<file path="src/rtl/xfer2ringbuf_pkg.sv">
// Shared types and helpers for the xfer2ringbuf_gen sample-transfer block.
package xfer2ringbuf_pkg;

    localparam int unsigned MaxChanW = 5;

    typedef enum logic [2:0] {IDLE, SCAN, READ, DRAIN, DONE} xstate_t;

    function automatic int unsigned CHAN_W(input int unsigned n);
        return (n > 1) ? $clog2(n) : 1;
    endfunction

    // One read slot travelling down the FIFO-latency pipeline.
    typedef struct packed {
        logic                valid;
        logic                pad;
        logic [MaxChanW-1:0] chan;
    } slot_t;

endpackage

</file>
<file path="src/rtl/xfer2ringbuf_gen_chan_sel.sv">
// Lowest-set-bit priority encoder over the channel mask, with a found flag.
module xfer_chan_sel
    import xfer2ringbuf_pkg::*;
#(
    parameter int unsigned NCHAN = 16
) (
    input  logic [NCHAN-1:0]          req_i,
    output logic [CHAN_W(NCHAN)-1:0]  idx_o,
    output logic                      found_o
);

    localparam int unsigned CW = CHAN_W(NCHAN);

    always_comb begin
        idx_o = '0;
        for (int i = NCHAN - 1; i >= 0; i--) begin
            if (req_i[i]) begin
                idx_o = CW'(i);
            end
        end
    end

    assign found_o = |req_i;

endmodule

</file>
<file path="src/rtl/xfer2ringbuf_gen.sv">
// Moves NSAMP samples per enabled channel FIFO into the ring buffer on each RDY.
// Build option: XF2RB_UFLOW_CNT_EN enables the saturating underflow counter.
module xfer2ringbuf_gen
    import xfer2ringbuf_pkg::*;
#(
    parameter int unsigned          NCHAN    = 16,
    parameter int unsigned          SAMPLE_W = 12,
    parameter int unsigned          NSAMP    = 8,
    parameter int unsigned          RD_LAT   = 1,
    parameter logic [SAMPLE_W-1:0]  PAD_VAL  = {SAMPLE_W{1'b1}}
) (
    input  logic                        CLK,
    input  logic                        RST_N,
    input  logic                        JTAG_MODE,
    input  logic                        J_RD_FIFO,
    input  logic [NCHAN-1:0]            CHAN_MASK,
    input  logic                        RDY,
    input  logic [NCHAN-1:0]            F_MT,
    input  logic [NCHAN*SAMPLE_W-1:0]   DIN,
    output logic [NCHAN-1:0]            RD_ENA,
    output logic                        L1A_RD_EN,
    output logic                        WREN,
    output logic [SAMPLE_W-1:0]         DMUX,
    output logic [CHAN_W(NCHAN)-1:0]    WR_CHAN,
    output logic                        PAD,
    output logic                        BUSY,
    output logic [15:0]                 UFLOW_CNT
);

    localparam int unsigned CW        = CHAN_W(NCHAN);
    localparam logic [7:0]  LAST_SAMP = 8'(NSAMP - 1);
    localparam logic [1:0]  DRAIN_END = 2'(RD_LAT);

    xstate_t           state_q, state_d;
    logic [NCHAN-1:0]  mask_q, mask_d;
    logic [CW-1:0]     chan_q, chan_d;
    logic [7:0]        scnt_q, scnt_d;
    logic [1:0]        dcnt_q, dcnt_d;
    logic [NCHAN-1:0]  rd_ena_q, rd_ena_d;
    logic [NCHAN-1:0]  mask_clr, sel_req;
    logic [CW-1:0]     sel_idx;
    logic              sel_found;
    logic              re;

    slot_t             slot_in, slot_out;
    slot_t             pipe_q [RD_LAT];

    logic                wren_q, pad_q;
    logic [SAMPLE_W-1:0] dmux_q;
    logic [CW-1:0]       wr_chan_q;

    assign mask_clr = mask_q & ~(NCHAN'(1) << chan_q);
    // SCAN looks at the whole mask; READ looks ahead past the channel now finishing.
    assign sel_req  = (state_q == SCAN) ? mask_q : mask_clr;

    xfer_chan_sel #(
        .NCHAN (NCHAN)
    ) u_chan_sel (
        .req_i   (sel_req),
        .idx_o   (sel_idx),
        .found_o (sel_found)
    );

    always_comb begin
        state_d  = state_q;
        mask_d   = mask_q;
        chan_d   = chan_q;
        scnt_d   = scnt_q;
        dcnt_d   = dcnt_q;
        rd_ena_d = '0;
        re       = 1'b0;
        unique case (state_q)
            IDLE: begin
                if (JTAG_MODE) begin
                    rd_ena_d = {NCHAN{J_RD_FIFO}};
                end else if (RDY) begin
                    mask_d  = CHAN_MASK;
                    state_d = SCAN;
                end
            end
            SCAN: begin
                if (sel_found) begin
                    chan_d  = sel_idx;
                    scnt_d  = '0;
                    state_d = READ;
                end else begin
                    dcnt_d  = '0;
                    state_d = DRAIN;
                end
            end
            READ: begin
                re = ~F_MT[chan_q];
                if (re) begin
                    rd_ena_d = NCHAN'(1) << chan_q;
                end
                scnt_d = scnt_q + 8'd1;
                if (scnt_q == LAST_SAMP) begin
                    mask_d = mask_clr;
                    if (sel_found) begin
                        chan_d = sel_idx;
                        scnt_d = '0;
                    end else begin
                        dcnt_d  = '0;
                        state_d = DRAIN;
                    end
                end
            end
            DRAIN: begin
                if (dcnt_q == DRAIN_END) begin
                    state_d = DONE;
                end else begin
                    dcnt_d = dcnt_q + 2'd1;
                end
            end
            DONE: begin
                state_d = IDLE;
            end
            default: begin
                state_d = IDLE;
            end
        endcase
    end

    always_ff @(posedge CLK or negedge RST_N) begin
        if (!RST_N) begin
            state_q  <= IDLE;
            mask_q   <= '0;
            chan_q   <= '0;
            scnt_q   <= '0;
            dcnt_q   <= '0;
            rd_ena_q <= '0;
        end else begin
            state_q  <= state_d;
            mask_q   <= mask_d;
            chan_q   <= chan_d;
            scnt_q   <= scnt_d;
            dcnt_q   <= dcnt_d;
            rd_ena_q <= rd_ena_d;
        end
    end

    always_comb begin
        slot_in       = '0;
        slot_in.valid = (state_q == READ);
        slot_in.pad   = (state_q == READ) && F_MT[chan_q];
        slot_in.chan  = (state_q == READ) ? MaxChanW'(chan_q) : '0;
    end

    assign slot_out = pipe_q[RD_LAT-1];

    // Output register is the final stage, giving RD_LAT+1 cycles from READ to WREN.
    always_ff @(posedge CLK or negedge RST_N) begin
        if (!RST_N) begin
            for (int i = 0; i < RD_LAT; i++) begin
                pipe_q[i] <= '0;
            end
            wren_q    <= 1'b0;
            pad_q     <= 1'b0;
            dmux_q    <= '0;
            wr_chan_q <= '0;
        end else begin
            pipe_q[0] <= slot_in;
            for (int i = 1; i < RD_LAT; i++) begin
                pipe_q[i] <= pipe_q[i-1];
            end
            wren_q    <= slot_out.valid;
            pad_q     <= slot_out.valid && slot_out.pad;
            wr_chan_q <= slot_out.valid ? slot_out.chan[CW-1:0] : '0;
            if (!slot_out.valid) begin
                dmux_q <= '0;
            end else if (slot_out.pad) begin
                dmux_q <= PAD_VAL;
            end else begin
                dmux_q <= DIN[int'(slot_out.chan) * SAMPLE_W +: SAMPLE_W];
            end
        end
    end

`ifdef XF2RB_UFLOW_CNT_EN
    logic [15:0] uflow_q;

    always_ff @(posedge CLK or negedge RST_N) begin
        if (!RST_N) begin
            uflow_q <= '0;
        end else if (slot_out.valid && slot_out.pad && (uflow_q != 16'hFFFF)) begin
            uflow_q <= uflow_q + 16'd1;
        end
    end

    assign UFLOW_CNT = uflow_q;
`else
    assign UFLOW_CNT = '0;
`endif

    assign RD_ENA    = rd_ena_q;
    assign L1A_RD_EN = (state_q == DONE);
    assign WREN      = wren_q;
    assign DMUX      = dmux_q;
    assign WR_CHAN   = wr_chan_q;
    assign PAD       = pad_q;
    assign BUSY      = (state_q != IDLE);

endmodule

</file>
<file path="config.mk">
export PLATFORM = sky130hd
export DESIGN_NAME = xfer2ringbuf_gen
export DESIGN_NICKNAME = d
export VERILOG_FILES = /design/src/rtl/xfer2ringbuf_pkg.sv /design/src/rtl/xfer2ringbuf_gen_chan_sel.sv /design/src/rtl/xfer2ringbuf_gen.sv
export SDC_FILE = /design/constraint.sdc
export NUM_CORES = 1
export LEC_CHECK = 0
export BUFFER_PORTS_ARGS = -buffer_cell sky130_fd_sc_hd__buf_2
export CAP_MARGIN = 10
export CORE_MARGIN = 8
export CORE_UTILIZATION = 40
export DETAILED_ROUTE_END_ITERATION = 10
export PLACE_DENSITY_LB_ADDON = 0.15
export SYNTH_ARGS = -nofsm -noshare
export SYNTH_HDL_FRONTEND = slang
export SYNTH_SLANG_ARGS = --single-unit
</file>
<file path="constraint.sdc">
create_clock -name CLK -period 6.8 [get_ports CLK]
set_input_delay 0.34 -clock CLK [delete_from_list [all_inputs] [get_ports CLK]]
set_output_delay 0.34 -clock CLK [all_outputs]
set_load 0.02 [all_outputs]
</file>
# Yosys cells after proc, flatten, opt, wreduce, memory -nomap -nowiden
# Index checks and enable logic that the tools add are counted.
totals:
  elab_cells: 95
  n_memories: 0
  romBits: 0
  mem_bits_rw: 0
  latch_bits: 0
  output_inout_bits: 52
  register_bits: 73
  input_bits: 229
op_classes:
  bitwise_logic: 2
  add_sub_neg: 2
  n_reduce_logical: 13
  mul: 1
  n_eq_ne: 13
  magnitude_cmp: 1
  shifts: 2
  muxes: 48
  n_div: 0
op_table:
  columns: ["operator", "count"]
  rows:
  - ["$shiftx A192 B10 Y12", 1]
  - ["$mux W16", 6]
  - ["$mux W4", 20]
  - ["$pmux W16 S2", 2]
  - ["$mux W12", 2]
  - ["$mux W8", 3]
  - ["$and A16 B16 Y16", 1]
  - ["$not A16 Y16", 1]
  - ["$pmux W8 S2", 1]
  - ["$reduce_or A16 Y1", 1]
  - ["$shl A1 B4 Y16 const A", 1]
  - ["$mux W3", 5]
  - ["$ne A2 B2 Y1 const B", 6]
  - ["$pmux W3 S4", 1]
  - ["$add A8 B1 Y8 const B", 1]
  - ["$eq A8 B3 Y1 const B", 1]
  - ["$pmux W4 S2", 1]
  - ["$eq A3 B2 Y1 const B", 2]
  - ["$mul A4 B2 Y6 const B", 1]
  - ["$mux W2", 3]
  - ["$pmux W2 S3", 1]
  - ["$reduce_bool A3 Y1", 2]
  - ["$lt A4 B5 Y1 const B", 1]
  - ["$reduce_and A5 Y1", 1]
  - ["13 further kinds", 17]

# Longest topological paths before layout
depth:
  word_depth: 23
  mapped_depth: 10
  ltp_nobuf: 7

# Modules after synthesis
# From an unflattened synthesis, not the netlist that was laid out.
hier_totals:
  cells_unflattened: 453
  hier_area_um2: 5126.2
by_module_without_submodules:
  columns: ["module", "area_per_inst_um2", "n_inst", "seq_area_each_um2", "cells_per_inst"]
  rows:
  - ["xfer2ringbuf_gen", 4949.7, 1, 1826.8, 419]
  - ["xfer_chan_sel", 176.4, 1, 0.0, 34]

# Least setup slack after synthesis
# OpenSTA, ideal clock, no wires.
synth_timing:
  kind: "reg2reg"
  startpoint: "register pipe_q[0] in the netlist's numbering"
  endpoint: "register dmux_q[10], in the netlist DMUX[10]"
  required_time_ps: 6681
  t_arrival_ps: 2171
  period_less_slack_ps: 2290
  path_stages_with_launch: 7
  path_buffers: 3
  slack_ps: 4510
  setup_ps: 119
  cell_sequence: "dfrtp_1 clkbuf_1 buf_2 buf_2 mux4_2 mux4_2 o21a_1"
synth_between:
  elab_chain_cells: 4
synth_lines:
  columns: ["item", "line", "rtl"]
  rows:
  - ["start: declaration", "xfer2ringbuf_gen.sv:46", "slot_t pipe_q [RD_LAT];"]
  - ["start signal: indexed assignment", "xfer2ringbuf_gen.sv:164", "pipe_q[i] <= pipe_q[i-1];"]
  - ["$mul A4 B2 Y6", "xfer2ringbuf_gen.sv:174", "dmux_q <= DIN[int'(slot_out.chan) * SAMPLE_W +: SAMPLE_W];"]
  - ["$shiftx A192 B10 Y12", "xfer2ringbuf_gen.sv:174", null]
  - ["$mux W12", "xfer2ringbuf_gen.sv:171", "end else if (slot_out.pad) begin"]
  - ["$mux W12", "xfer2ringbuf_gen.sv:169", "if (!slot_out.valid) begin"]
  - ["end signal: assignment", "xfer2ringbuf_gen.sv:174", null]
  - ["end: declaration", "xfer2ringbuf_gen.sv:49", "logic [SAMPLE_W-1:0] dmux_q;"]
# Every way passes these cells.
# A chain may end at the register's enable or synchronous reset.

# Worst setup path in the final report
layout_timing:
  startpoint: "register chan_q[0]"
  endpoint: "register scnt_q[4]"
layout_between:
  elab_chain_cells: 8
  word_cells_on_any_way: 10
  cone_classes: "eq/ne: 1; shift: 1; mux: 4; bitwise: 2; reduce/logical: 2"
layout_lines:
  columns: ["item", "line", "rtl"]
  rows:
  - ["start: declaration", "xfer2ringbuf_gen.sv:36", "logic [CW-1:0] chan_q, chan_d;"]
  - ["start signal: assignment", "xfer2ringbuf_gen.sv:135", "chan_q <= chan_d;"]
  - ["$shl A1 B4 Y16 *", "xfer2ringbuf_gen.sv:52", "assign mask_clr = mask_q & ~(NCHAN'(1) << chan_q);"]
  - ["$not A16 Y16 *", "xfer2ringbuf_gen.sv:52", null]
  - ["$and A16 B16 Y16 *", "xfer2ringbuf_gen.sv:52", null]
  - ["$mux W16 *", "xfer2ringbuf_gen.sv:54", "assign sel_req = (state_q == SCAN) ? mask_q : mask_clr;"]
  - ["$reduce_or A16 Y1 *", "xfer2ringbuf_gen_chan_sel.sv:23", "assign found_o = |req_i;"]
  - ["$mux W8", "xfer2ringbuf_gen.sv:99", "if (sel_found) begin"]
  - ["$mux W8", "xfer2ringbuf_gen.sv:97", "if (scnt_q == LAST_SAMP) begin"]
  - ["$pmux W8 S2", "xfer2ringbuf_gen.sv:72", "unique case (state_q)"]
  - ["end signal: assignment", "xfer2ringbuf_gen.sv:136", "scnt_q <= scnt_d;"]
  - ["end: declaration", "xfer2ringbuf_gen.sv:37", "logic [7:0] scnt_q, scnt_d;"]
# Every way passes the cells marked *; elsewhere a longest branch is shown, timed or not.

==> flow_results.xml <==
<?xml version="1.0" encoding="UTF-8"?>
<metrics>
  <group name="critical_path">
    <metric name="slowest_delay" unit="ns">0.95</metric>
    <metric name="r2r_slack" unit="ns">4.01</metric>
    <metric name="worst-path-stages" unit="">6</metric>
    <metric name="worstSetupEndpointType" unit="">register</metric>
    <metric name="max_fanout_on_critical_path" unit="">22</metric>
    <metric name="crit_path_top_delay_cell" unit="">dfrtp_1</metric>
    <metric name="required" unit="ns">7.01</metric>
    <metric name="worstPathArrival" unit="ns">3.00</metric>
    <metric name="reg2reg_depth" unit="">6</metric>
    <metric name="worstSetupStartpoint" unit="">chan_q[0]$_DFFE_PN0P_</metric>
    <metric name="worst_path_buffer_plus_inverter_count" unit="">0</metric>
    <metric name="crit-reg2reg-launch" unit="">chan_q[0]$_DFFE_PN0P_</metric>
    <metric name="worst_r2r_endpoint" unit="">scnt_q[4]$_DFFE_PN0P_</metric>
    <metric name="worstSetupPathType" unit="">reg -&gt; reg</metric>
    <metric name="cp_cell_sequence" unit="">mux2_2 -&gt; o32ai_1 -&gt; nand2_1 -&gt; a21oi_1 -&gt; a21oi_2 -&gt; o311ai_0</metric>
    <metric name="worstSetupStartpointType" unit="">register</metric>
    <metric name="worst_path_dominant_cell_family" unit="">compound AO/OA/AOI/OAI gates</metric>
    <metric name="worst_setup_path_endpoint" unit="">scnt_q[4]$_DFFE_PN0P_</metric>
  </group>
  <group name="grt">
    <metric name="all_layer_gr_usage" unit="">0.238</metric>
    <metric name="pin_count_of_the_biggest_net_entering_global_routing" unit="">74</metric>
    <metric name="grt_pass1_vias" unit="">5371</metric>
    <metric name="grt_pass1_wl" unit="mm">32.5</metric>
    <metric name="globalRouteOverflowTotal" unit="">0</metric>
    <metric name="initial_antenna_violation_count" unit="">6</metric>
  </group>
  <group name="hold_path">
    <metric name="worstHoldPathType" unit="">in -&gt; async</metric>
  </group>
  <group name="pwr">
    <metric name="cellInternalPower" unit="mW">1.71</metric>
    <metric name="fin_total_pwr" unit="mW">3.05</metric>
    <metric name="power.share.sequential" unit="">0.305</metric>
    <metric name="switching_fraction_of_total_power" unit="">0.440</metric>
    <metric name="vdd.ir_drop.worst" unit="V">0.000184</metric>
    <metric name="power.combinational.fraction" unit="">0.532</metric>
    <metric name="net_sw_power" unit="mW">1.34</metric>
    <metric name="clkPwrFrac" unit="">0.163</metric>
    <metric name="static-leakage-power" unit="nW">3.25</metric>
    <metric name="power-per-cell-area" unit="nW/um^2">438</metric>
  </group>
  <group name="placed_design">
    <metric name="gp_routability_congestion" unit="">0.935</metric>
    <metric name="placement.setup.worst_slack" unit="ns">4.08</metric>
    <metric name="count_of_port_buffers_added_during_placement" unit="">264</metric>
    <metric name="post-dp-hpwl" unit="mm">16.6</metric>
    <metric name="place_inst" unit="">874</metric>
  </group>
  <group name="synthesis">
    <metric name="netlist.top_cell.by_area" unit="">dfrtp_1</metric>
    <metric name="ys_ff_latch" unit="">73</metric>
    <metric name="sequential_to_total_area_share_from_yosys_stat" unit="">0.342</metric>
    <metric name="dominantRegCellSynth" unit="">dfrtp_1</metric>
    <metric name="synth-edff-count" unit="">0</metric>
    <metric name="post_synth_instance_area" unit="sq um">5340</metric>
    <metric name="yosys.area.top_type_share" unit="">0.342</metric>
    <metric name="avgSynthCellArea" unit="sq um">11.4</metric>
    <metric name="async_flop_share" unit="">1.00</metric>
    <metric name="synthTopCellsByArea" unit="">dfrtp_1, mux4_2, o21ai_0</metric>
    <metric name="synth_warnings" unit="">0</metric>
    <metric name="synth_cell_type_count" unit="">64</metric>
    <metric name="syn-instance-count" unit="">470</metric>
  </group>
  <group name="cells_and_area">
    <metric name="layout-drive-gt1-share" unit="">0.506</metric>
    <metric name="n_fill_cell" unit="">1185</metric>
    <metric name="layout.cells.most_common_list" unit="">buf_2, dfrtp_1, mux4_2, o21ai_0, nand2_1</metric>
    <metric name="final_cells" unit="">894</metric>
    <metric name="area_delta_synth_final" unit="%">30.4</metric>
    <metric name="mostFrequentLayoutCell" unit="">buf_2</metric>
    <metric name="final_net_count" unit="">940</metric>
  </group>
  <group name="clock_tree">
    <metric name="cts.sinks" unit="">73</metric>
    <metric name="number_of_resized_instances_in_the_post_cts_repair_step" unit="">0</metric>
    <metric name="tritoncts" unit="">built</metric>
    <metric name="clk-insertion-delay-late" unit="ns">0.33</metric>
    <metric name="numCtsBuffers" unit="">9</metric>
    <metric name="cts-root-to-sink-buffers" unit="">2</metric>
    <metric name="cts_root_buffer" unit="">clkbuf_16</metric>
    <metric name="clk_pin_slew_worst_paths" unit="ns">0.07</metric>
    <metric name="post_cts_hold_buffer_count" unit="">0</metric>
    <metric name="cts.repair_timing.setup_buffer_count" unit="">0</metric>
    <metric name="cts-htree-levels" unit="">3</metric>
  </group>
  <group name="timing">
    <metric name="slew-limit-headroom" unit="">0.234</metric>
    <metric name="final-max-slew-violation-count" unit="">0</metric>
    <metric name="final_hold_viol_count" unit="">0</metric>
    <metric name="grt_setup_unrepaired" unit="">no</metric>
    <metric name="final.min_clock_period" unit="ns">2.79</metric>
    <metric name="setup_violations" unit="">0</metric>
    <metric name="setup_tns" unit="ns">0</metric>
    <metric name="clock_skew" unit="ns">0.0109</metric>
    <metric name="fmaxAchievable" unit="MHz">358</metric>
    <metric name="fin_worst_hold_slack" unit="ns">0.142</metric>
    <metric name="fin_ws" unit="ns">4.01</metric>
    <metric name="max_slew.worst_pin.slew" unit="ns">1.15</metric>
    <metric name="post-route-period-util" unit="">0.411</metric>
  </group>
  <group name="die">
    <metric name="die_width" unit="microns">132</metric>
    <metric name="initial_utilization" unit="">0.406</metric>
    <metric name="overall_die_area" unit="sq um">17300</metric>
    <metric name="die-height" unit="microns">132</metric>
    <metric name="rows" unit="">42</metric>
    <metric name="floorplan.io_pins" unit="">281</metric>
    <metric name="coreArea" unit="sq um">13100</metric>
  </group>
  <group name="routing">
    <metric name="drc_violations" unit="">0</metric>
    <metric name="first_pass_iters" unit="">9</metric>
    <metric name="via_count" unit="">5220</metric>
    <metric name="wirelength" unit="mm">21.0</metric>
    <metric name="viasPerCell" unit="">5.84</metric>
    <metric name="antenna_violating_nets_post_route" unit="">0</metric>
    <metric name="first_iter_violations" unit="">482</metric>
    <metric name="wl_per_cell" unit="microns">23.4</metric>
  </group>
  <group name="run_status">
    <metric name="status" unit="">completed</metric>
  </group>
  <group name="flow_run">
    <metric name="max_cap_viol_count" unit="">0</metric>
  </group>
</metrics>
==> synth_stat cells, drive strengths merged, types with 3 or more instances <==
cell,instances
or3,6
a31oi,4
nor2b,6
clkbuf,18
and2,9
a41oi,3
nor3,11
o31ai,11
and3,7
nand4,7
a22o,15
nor4,3
nor2,23
dfrtp,73
nand3,4
mux2i,9
nand2,34
a21oi,13
o22ai,4
o21ai,40
buf,35
a211oi,3
o21a,13
mux4,65
nand2b,8
inv,12
==> metrics by stage <==
stage / util / instance area [sq um]
2_1_floorplan: - / 5400
3_3_place_gp: 0.506 / 6640
3_5_place_dp: 0.506 / 6640
4_1_cts: 0.529 / 6950
5_1_grt: 0.530 / 6960
6_report: 0.530 / 6960
==> how the worst min path moves through the flow <==
stage,from,endpoint,slack (ns),depth (start not counted)
floorplan,RST_N,DMUX[0]$_DFF_PN0_,0.04,0
global placement,dcnt_q[1]$_DFFE_PN0P_,dcnt_q[1]$_DFFE_PN0P_,0.51,2
detailed placement,dcnt_q[1]$_DFFE_PN0P_,dcnt_q[1]$_DFFE_PN0P_,0.53,2
CTS,RST_N,state_q[1]$_DFFE_PN0P_,0.18,1
global route,RST_N,mask_q[3]$_DFFE_PN0P_,0.23,1
finish,RST_N,mask_q[3]$_DFFE_PN0P_,0.14,1
==> logic make-up (layout without fill, tap and decap cells) <==
group | count (synthesis) | in the layout | share of synthesized area
DFF | 73 | 73 | 0.342
adders and majority gates | 2 | 2 | 0.00469
buffers and inverters | 65 | 294 | 0.0680
muxes | 76 | 76 | 0.297
AOI/OAI and AO/OA | 129 | 129 | 0.166
and+or+nand+nor | 124 | 124 | 0.122
other | 1 | 20 | 0.000702
==> layer usage <==
layer	global-route usage	vias to the layer above	routed length, microns
met1	0.283	2586	8120
met2	0.404	291	10700
met3	0.0644	35	1600
met4	0.0925	4	548
li1	-	2304	-
met5	0	-	25
==> flip-flops by register name (all words and copies together), names as in the netlist <==
register,flops
scnt_q,8
PAD,1
dcnt_q,2
pipe_q,6
DMUX,12
mask_q,16
chan_q,4
WR_CHAN,4
state_q,3
RD_ENA,16
WREN,1
==> layout make-up <==
type | count | area [sq um] | area share
multi-input combinational | 347 | 3210 | 0.461
sequential | 73 | 1830 | 0.263
timing repair buffer | 266 | 1340 | 0.192
clock buffer | 9 | 225 | 0.0324
tap | 176 | 220 | 0.0316
clock inverter | 7 | 82.6 | 0.0119
inverter | 12 | 45.0 | 0.00647
antenna | 4 | 10.0 | 0.00144
==> power groups by stage <==
| stage | registers, mW | logic [mW] | clock network [mW] |
|---|---|---|---|
| 2_1_floorplan | 0.831 | 1.27 | 0 |
| 3_3_place_gp | 0.929 | 1.60 | 0 |
| 4_1_cts | 0.928 | 1.63 | 0.509 |
| 5_1_grt | 0.969 | 1.75 | 0.526 |
| 6_report | 0.930 | 1.62 | 0.497 |
| 3_5_place_dp | 0.936 | 1.62 | 0 |
Note: power is estimated with default switching activity, not from simulation.
